==> src/rtl/pkt_comm_pkg.sv <==
// Shared constants, receive-FSM states and width helpers for the output-packet stream.
package pkt_comm_pkg;

  localparam logic [7:0] PKT_TYPE_WORD  = 8'h81;
  localparam int         PKT_HDR_WORDS  = 5;
  localparam int         PKT_CSUM_WORDS = 2;

  typedef enum logic [2:0] {
    ST_HDR  = 3'd0,
    ST_HCS0 = 3'd1,
    ST_HCS1 = 3'd2,
    ST_DATA = 3'd3,
    ST_DCS0 = 3'd4,
    ST_DCS1 = 3'd5,
    ST_ERR  = 3'd6
  } rx_state_e;

  // Index of the highest set bit; 0 when v is 0.
  function automatic int msb_index(input longint unsigned v);
    int idx;
    idx = 0;
    for (int i = 0; i < 64; i++) begin
      if (v[i]) idx = i;
    end
    return idx;
  endfunction

  function automatic int width_for(input longint unsigned v);
    return msb_index(v) + 1;
  endfunction

endpackage

==> src/rtl/outpkt_rx_csum.sv <==
// Running 32-bit modular sum of 16-bit words; csum_o is the one's complement of the sum.
// A clear and an add in the same cycle restart the sum with that word.
module outpkt_rx_csum (
  input  logic        clk_i,
  input  logic        rst_i,
  input  logic        clr_i,
  input  logic        add_i,
  input  logic [15:0] word_i,
  output logic [31:0] csum_o
);

  logic [31:0] sum_q;
  logic [31:0] sum_d;

  always_comb begin
    sum_d = clr_i ? 32'h0 : sum_q;
    if (add_i) sum_d = sum_d + {16'h0, word_i};
  end

  always_ff @(posedge clk_i or posedge rst_i) begin
    if (rst_i) sum_q <= '0;
    else       sum_q <= sum_d;
  end

  assign csum_o = ~sum_q;

endmodule

==> src/rtl/outpkt_rx.sv <==
// Output-packet stream receiver: parses the header, verifies both checksums, delivers payload words.
// Optional OUTPKT_RX_CNT_EN adds pkt_count / word_count statistics outputs.
module outpkt_rx
  import pkt_comm_pkg::*;
#(
  parameter logic [7:0]  VERSION      = 8'd1,
  parameter logic [7:0]  PKT_MAX_TYPE = PKT_TYPE_WORD,
  parameter int unsigned PKT_MAX_LEN  = 16 * 65536
) (
  input  logic        CLK,
  input  logic        RST,
  input  logic [15:0] din,
  input  logic        wr_en,
  output logic        full,
  output logic [15:0] dout,
  output logic [7:0]  pkt_type,
  output logic [15:0] pkt_id,
  output logic        pkt_end,
  output logic        empty,
  input  logic        rd_en,
  output logic        pkt_done,
  output logic        err_version,
  output logic        err_type,
  output logic        err_len,
  output logic        err_checksum
`ifdef OUTPKT_RX_CNT_EN
  ,
  output logic [15:0] pkt_count,
  output logic [31:0] word_count
`endif
);

  localparam int HCNT_W = width_for(PKT_HDR_WORDS - 1);
  localparam logic [HCNT_W-1:0] H_TYPEVER = HCNT_W'(0);
  localparam logic [HCNT_W-1:0] H_ZERO    = HCNT_W'(1);
  localparam logic [HCNT_W-1:0] H_LEN_LO  = HCNT_W'(2);
  localparam logic [HCNT_W-1:0] H_LEN_HI  = HCNT_W'(3);

  rx_state_e         state_q, state_d;
  logic [HCNT_W-1:0] hcnt_q, hcnt_d;
  logic [15:0]       len_lo_q, len_lo_d;
  logic [22:0]       nwords_q, nwords_d;
  logic [22:0]       pcnt_q, pcnt_d;
  logic [15:0]       csum_lo_q, csum_lo_d;
  logic [7:0]        type_hold_q, type_hold_d;
  logic [7:0]        type_q, type_d;
  logic [15:0]       id_q, id_d;
  logic [15:0]       dout_q, dout_d;
  logic              valid_q, valid_d;
  logic              end_q, end_d;
  logic              done_q, done_d;
  logic              err_ver_q, err_ver_d;
  logic              err_type_q, err_type_d;
  logic              err_len_q, err_len_d;
  logic              err_cs_q, err_cs_d;

  logic        accept;
  logic        rd_fire;
  logic        last_word;
  logic        hdr_start;
  logic        hdr_add;
  logic        pay_add;
  logic [31:0] len_full;
  logic [31:0] hdr_csum;
  logic [31:0] pay_csum;
  logic        ver_bad;
  logic        type_bad;
  logic        len_bad;

  assign full      = (state_q == ST_ERR) | ((state_q == ST_DATA) & valid_q & ~rd_en);
  assign accept    = wr_en & ~full;
  assign rd_fire   = rd_en & valid_q;
  assign len_full  = {8'h0, din[7:0], len_lo_q};
  assign last_word = (pcnt_q + 23'd1) == nwords_q;
  assign hdr_add   = accept & (state_q == ST_HDR);
  assign hdr_start = hdr_add & (hcnt_q == H_TYPEVER);
  assign pay_add   = accept & (state_q == ST_DATA);

  outpkt_rx_csum u_hdr_csum (
    .clk_i  (CLK),
    .rst_i  (RST),
    .clr_i  (hdr_start),
    .add_i  (hdr_add),
    .word_i (din),
    .csum_o (hdr_csum)
  );

  outpkt_rx_csum u_pay_csum (
    .clk_i  (CLK),
    .rst_i  (RST),
    .clr_i  (hdr_start),
    .add_i  (pay_add),
    .word_i (din),
    .csum_o (pay_csum)
  );

  always_comb begin
    state_d     = state_q;
    hcnt_d      = hcnt_q;
    len_lo_d    = len_lo_q;
    nwords_d    = nwords_q;
    pcnt_d      = pcnt_q;
    csum_lo_d   = csum_lo_q;
    type_hold_d = type_hold_q;
    type_d      = type_q;
    id_d        = id_q;
    done_d      = 1'b0;
    err_cs_d    = err_cs_q;
    ver_bad     = 1'b0;
    type_bad    = 1'b0;
    len_bad     = 1'b0;

    if (accept) begin
      unique case (state_q)
        ST_HDR: begin
          hcnt_d = hcnt_q + 1'b1;
          case (hcnt_q)
            H_TYPEVER: begin
              ver_bad     = din[7:0] != VERSION;
              type_bad    = (din[15:8] < PKT_TYPE_WORD) | (din[15:8] > PKT_MAX_TYPE);
              type_hold_d = din[15:8];
            end
            H_ZERO:   len_bad = din != 16'h0;
            H_LEN_LO: begin
              len_bad  = din[0];
              len_lo_d = din;
            end
            H_LEN_HI: begin
              len_bad  = (din[15:8] != 8'h0) | (len_full == 32'h0) | (len_full > PKT_MAX_LEN);
              nwords_d = len_full[23:1];
            end
            default: begin
              // Packet context switches only once the whole header has arrived.
              type_d  = type_hold_q;
              id_d    = din;
              hcnt_d  = '0;
              state_d = ST_HCS0;
            end
          endcase
          if (ver_bad | type_bad | len_bad) state_d = ST_ERR;
        end
        ST_HCS0: begin
          csum_lo_d = din;
          state_d   = ST_HCS1;
        end
        ST_HCS1: begin
          if ({din, csum_lo_q} != hdr_csum) begin
            err_cs_d = 1'b1;
            state_d  = ST_ERR;
          end else begin
            pcnt_d  = '0;
            state_d = ST_DATA;
          end
        end
        ST_DATA: begin
          pcnt_d = pcnt_q + 23'd1;
          if (last_word) state_d = ST_DCS0;
        end
        ST_DCS0: begin
          csum_lo_d = din;
          state_d   = ST_DCS1;
        end
        ST_DCS1: begin
          if ({din, csum_lo_q} != pay_csum) begin
            err_cs_d = 1'b1;
            state_d  = ST_ERR;
          end else begin
            done_d  = 1'b1;
            state_d = ST_HDR;
          end
        end
        default: ;
      endcase
    end

    err_ver_d  = err_ver_q  | ver_bad;
    err_type_d = err_type_q | type_bad;
    err_len_d  = err_len_q  | len_bad;
  end

  // Single-entry payload register; a write and a read in the same cycle refill it with no bubble.
  always_comb begin
    dout_d  = dout_q;
    valid_d = valid_q;
    end_d   = end_q;
    if (state_d == ST_ERR) begin
      dout_d  = '0;
      valid_d = 1'b0;
      end_d   = 1'b0;
    end else if (pay_add) begin
      dout_d  = din;
      valid_d = 1'b1;
      end_d   = last_word;
    end else if (rd_fire) begin
      valid_d = 1'b0;
    end
  end

  always_ff @(posedge CLK or posedge RST) begin
    if (RST) begin
      state_q     <= ST_HDR;
      hcnt_q      <= '0;
      len_lo_q    <= '0;
      nwords_q    <= '0;
      pcnt_q      <= '0;
      csum_lo_q   <= '0;
      type_hold_q <= '0;
      type_q      <= '0;
      id_q        <= '0;
      dout_q      <= '0;
      valid_q     <= 1'b0;
      end_q       <= 1'b0;
      done_q      <= 1'b0;
      err_ver_q   <= 1'b0;
      err_type_q  <= 1'b0;
      err_len_q   <= 1'b0;
      err_cs_q    <= 1'b0;
    end else begin
      state_q     <= state_d;
      hcnt_q      <= hcnt_d;
      len_lo_q    <= len_lo_d;
      nwords_q    <= nwords_d;
      pcnt_q      <= pcnt_d;
      csum_lo_q   <= csum_lo_d;
      type_hold_q <= type_hold_d;
      type_q      <= type_d;
      id_q        <= id_d;
      dout_q      <= dout_d;
      valid_q     <= valid_d;
      end_q       <= end_d;
      done_q      <= done_d;
      err_ver_q   <= err_ver_d;
      err_type_q  <= err_type_d;
      err_len_q   <= err_len_d;
      err_cs_q    <= err_cs_d;
    end
  end

  assign dout         = dout_q;
  assign empty        = ~valid_q;
  assign pkt_end      = end_q;
  assign pkt_type     = type_q;
  assign pkt_id       = id_q;
  assign pkt_done     = done_q;
  assign err_version  = err_ver_q;
  assign err_type     = err_type_q;
  assign err_len      = err_len_q;
  assign err_checksum = err_cs_q;

`ifdef OUTPKT_RX_CNT_EN
  logic [15:0] pkt_count_q;
  logic [31:0] word_count_q;

  always_ff @(posedge CLK or posedge RST) begin
    if (RST) begin
      pkt_count_q  <= '0;
      word_count_q <= '0;
    end else begin
      if (done_d)  pkt_count_q  <= pkt_count_q + 16'd1;
      if (rd_fire) word_count_q <= word_count_q + 32'd1;
    end
  end

  assign pkt_count  = pkt_count_q;
  assign word_count = word_count_q;
`endif

endmodule

==> config.mk <==
export PLATFORM = sky130hd
export DESIGN_NAME = outpkt_rx
export DESIGN_NICKNAME = d
export VERILOG_FILES = /design/src/rtl/pkt_comm_pkg.sv /design/src/rtl/outpkt_rx_csum.sv /design/src/rtl/outpkt_rx.sv
export SDC_FILE = /design/constraint.sdc
export NUM_CORES = 1
export LEC_CHECK = 0
export BUFFER_PORTS_ARGS = -buffer_cell sky130_fd_sc_hd__buf_2
export CORE_MARGIN = 5
export CORE_UTILIZATION = 60
export CTS_CLUSTER_DIAMETER = 120
export DETAILED_ROUTE_END_ITERATION = 8
export PLACE_DENSITY_LB_ADDON = 0.3
export REMOVE_ABC_BUFFERS = 1
export SLEW_MARGIN = 5
export SYNTH_ARGS = -nofsm -noshare
export SYNTH_HDL_FRONTEND = slang
export SYNTH_SLANG_ARGS = --single-unit
==> constraint.sdc <==
create_clock -name CLK -period 10.75 [get_ports CLK]
set_input_delay 3.225 -clock CLK [delete_from_list [all_inputs] [get_ports CLK]]
set_output_delay 3.225 -clock CLK [all_outputs]
set_load 0.02 [all_outputs]
==> summary.txt <==
Placement
  • DP Wirelength: between 20 and 25 mm
  • Area post-placement: 12300 um2
  • RD Place Congestion: ~0.97
  • Number of port buffers: 67

Clocking
  • Post-CTS sizing: 0
  • CTS tree: built
  • Clock root buffer: clkbuf_16
  • H-tree depth: 1
  • Post-CTS Hold Buffers: 0
  • Clock-pin slew on the worst setup and hold paths: 0.06 ns
  • Clk buf depth: 3
  • Clock sinks: between 200 and 250
  • Clk Latency, worst-skew pair: 0.51 ns
  • Total setup buffers inserted after CTS: 0
  • CTS buffer count: 22

Drt
  • WL/cell: between 20 and 25 um
  • DR DRC count: 0
  • DRT iter0 DRCs: 808
  • Routed WL: 30.7 mm
  • Vias: 9290
  • First-pass iteration count of the detailed router: 5
  • Antenna Nets Post-Route: 0
  • Vias per cell: 6.13

Power and ir drop
  • Internal power: 1.30 mW
  • Share of power burned in registers: 46.4%
  • Clock network fraction of design power: 43.9%
  • Combinational power share: under 10%
  • Maximum VDD drop: 113 uV
  • Switching portion of total power: roughly a quarter
  • P per Cell Area: 134 nW/um2
  • Switch Pwr: 442 uW
  • Static Leakage: 6.06 nW

Critical path
  • Worst setup SP type: input port
  • Crit-path max FO: slightly above 60
  • Critical-path top delay cell: or4b_1
  • Worst-path cell chain: buf_2 -> or4b_1 -> nor3_2 -> buf_4 -> nor2b_1 -> ha_1 -> fa_1 -> a21o_1 -> a21o_1 -> a2111oi_0 -> o31a_1 -> o211ai_1 -> and2_1 -> a211oi_1 -> a31o_2
  • Cell repeated most along the worst path: a21o_1
  • Arr. time, crit path: about 8 ns
  • Worst path top cell family by delay: compound AO/OA/AOI/OAI gates
  • Critical path class: input port to flop
  • CP endpoint kind: flop
  • CP Buf/Inv Count: 2
  • CP Data Required Time: 11.20 ns
  • Crit-path max cell delay: 0.97 ns

Cells and area
  • Number of diodes: 0
  • Fill count: 1508
  • Finished Cell Area: approximately 13000 um2
  • Multi-input logic area: 6360 um2
  • Share of layout cells above drive strength 1: approximately 17%
  • Fin nets: 1296
  • FF+latch area: 5080 um2
  • Area grow syn2layout: 10.3%

Yosys
  • Post-Syn Area: 11800 um2
  • Count leader, synth: dfrtp_1
  • Avg Cell Area, Syn: roughly 10 um2
  • Synth Flop Type: dfrtp_1
  • Number of flops mapped to enable cells by yosys: 0
  • Synth Instances: 1203
  • Sequential element share of the synthesized area: a little over two fifths
  • Synth area leaders: dfrtp_1 43%, xnor2_1 8.5%, mux2_2 7.7%
  • Yosys reg bits: 203
  • Post-synth top area cell: dfrtp_1
  • Async S/R FF share, synth: 100%
  • Synth cell count leaders: 203 x dfrtp_1, 128 x nand2_1, 115 x xnor2_1, 81 x mux2_2, 63 x o21ai_0
  • Post-synth top area share: 43.0%
  • YS warnings: 0
  • Cell variety after synth: 67

Floorplan
  • Row count: a little over 50
  • Die W: approximately 150 um
  • Die Span Y: 150 um
  • Initial core utilization: between 60% and 70%
  • Io pins: 68
  • Area of the core: 19400 um2
  • Die area: 22600 um2

STA
  • Highest clock rate: 129 MHz
  • RSZ-0062 raised after global routing: false
  • Worst slew margin: 23.5%
  • Clock skew: approximately 0.015 ns
  • Setup TNS: 0 ns
  • Fin crit period: roughly 7.8 ns
  • Hold Fails Final Rpt: 0
  • Final worst-path cycle share: between 70% and 80%
  • Final Slew Violations: 0
  • Worst-Margin Slew: roughly 1.1 ns
  • Final setup viols: 0

Job
  • Max-cap violations: 0

Hold path
  • HP Class: flop to flop

GRT
  • Total grt overflow: 0
  • Met2 usage: 45.1%
  • Top Usage Layer GRT: met2
  • GRT Util Overall: 27.5%
  • Maximum number of pins on one net before global-route repair: 130
  • Number of global-route vias before repair: 9236
  • Met3 Use GR: 3.67%
  • Global-route wire length before repair: between 40 and 50 mm
  • Initial antenna violation count: 0
  • Met1 Resource Use GR: 37.7%

Run status
  • Outcome: finished clean
==> stage by stage <==
step	std cells	setup slack (ns)	utilization, %	total power [mW]	hold slack [ns]
after floorplan	1134	0.510	-	0.928	0.442
after global placement	1476	2.70	63.4	0.985	0.444
after detailed placement	1476	2.54	63.4	0.990	0.443
after CTS	1515	3.04	67.2	1.76	0.461
after global routing	1515	2.58	67.2	1.80	0.496
final	1515	2.97	67.2	1.74	0.454
==> registers in the layout (all words and copies together) (netlist names), 16 cells and up <==
name / cells
pkt_id: 16
u_pay_csum.sum_q: 32
dout: 16
csum_lo_q: 16
pcnt_q: 23
len_lo_q: 16
nwords_q: 23
u_hdr_csum.sum_q: 32
==> layer usage <==
metal	vias up	wire length [um]
li1	4330	-
met1	4541	13000
met2	336	14500
met3	83	2010
met4	0	1190
met5	-	0
==> power by group through the flow <==
stage | Combinational [mW] | Clock, mW | Sequential, mW
2_1_floorplan | 0.106 | 0 | 0.822
3_3_place_gp | 0.164 | 0 | 0.821
3_5_place_dp | 0.167 | 0 | 0.822
4_1_cts | 0.170 | 0.778 | 0.809
5_1_grt | 0.186 | 0.805 | 0.811
6_report | 0.170 | 0.766 | 0.809
==> placed cells by master (no fill, tap or decap), types with 6 or more instances in the layout <==
cell,synthesis,layout
o21a_1,8,8
or3_1,10,10
dfrtp_1,203,203
inv_1,30,29
and4_1,6,6
a21o_1,22,22
nor4_1,33,33
mux2_2,81,81
nand4_1,21,21
a21oi_1,48,48
buf_4,0,10
nor3_1,33,31
and2_1,6,6
nor2_1,53,53
buf_2,12,67
and3_1,12,12
ha_1,39,39
nand2_1,128,128
o31ai_1,15,15
xor2_1,27,27
a22o_1,11,11
xnor2_1,115,115
nor2b_1,41,41
o21ai_0,63,63
mux2i_1,23,23
clkinv_2,0,7
clkbuf_16,0,22
nand3_1,26,26
a31oi_1,7,7
==> cells by family after synthesis <==
family	count (synthesis)	synth area share, %
fa+ha+maj	41	4.47
simple gates	397	17.3
flops	203	43.0
xor+xnor	142	10.5
compound gates	217	11.7
buf+inv	99	3.35
mux	104	9.67
==> worst paths after layout <==
check | startpoint | to | slack (ns) | cells past startpoint
hold reg to reg | err_checksum$_DFFE_PP0P_ | err_checksum$_DFFE_PP0P_ | 0.45 | 1
min in group asynchronous | RST | pkt_id[2]$_DFFE_PP0P_ | 2.86 | 2
setup reg to reg | state_q[0]$_DFF_PP0_ | u_pay_csum.sum_q[28]$_DFF_PP0_ | 5.13 | 15
max in group asynchronous | RST | pcnt_q[7]$_DFFE_PP0P_ | 6.36 | 3
hold / removal | err_checksum$_DFFE_PP0P_ | err_checksum$_DFFE_PP0P_ | 0.45 | 1
setup / recovery | wr_en | u_pay_csum.sum_q[28]$_DFF_PP0_ | 2.97 | 15
==> worst reg2reg max path: cells and delay by family, from the launching register on <==
| family | cells | cell delay [ns] |
|---|---|---|
| buffers and inverters | 2 | 0.86 |
| adder cells (fa/ha/maj) | 2 | 0.67 |
| flip-flops | 1 | 0.35 |
| AND/OR/NAND/NOR | 4 | 1.82 |
| AO/OA/AOI/OAI | 7 | 1.85 |
==> cell type report <==
cell class | instances | share of cell area (%)
Multi-Input combinational cell | 901 | 48.8
Sequential cell | 203 | 39.0
Clock buffer | 28 | 4.71
Timing Repair Buffer | 77 | 3.15
Tap cell | 265 | 2.54
Inverter | 30 | 0.922
Clock inverter | 11 | 0.912
Power figures use the tool's default switching activity.
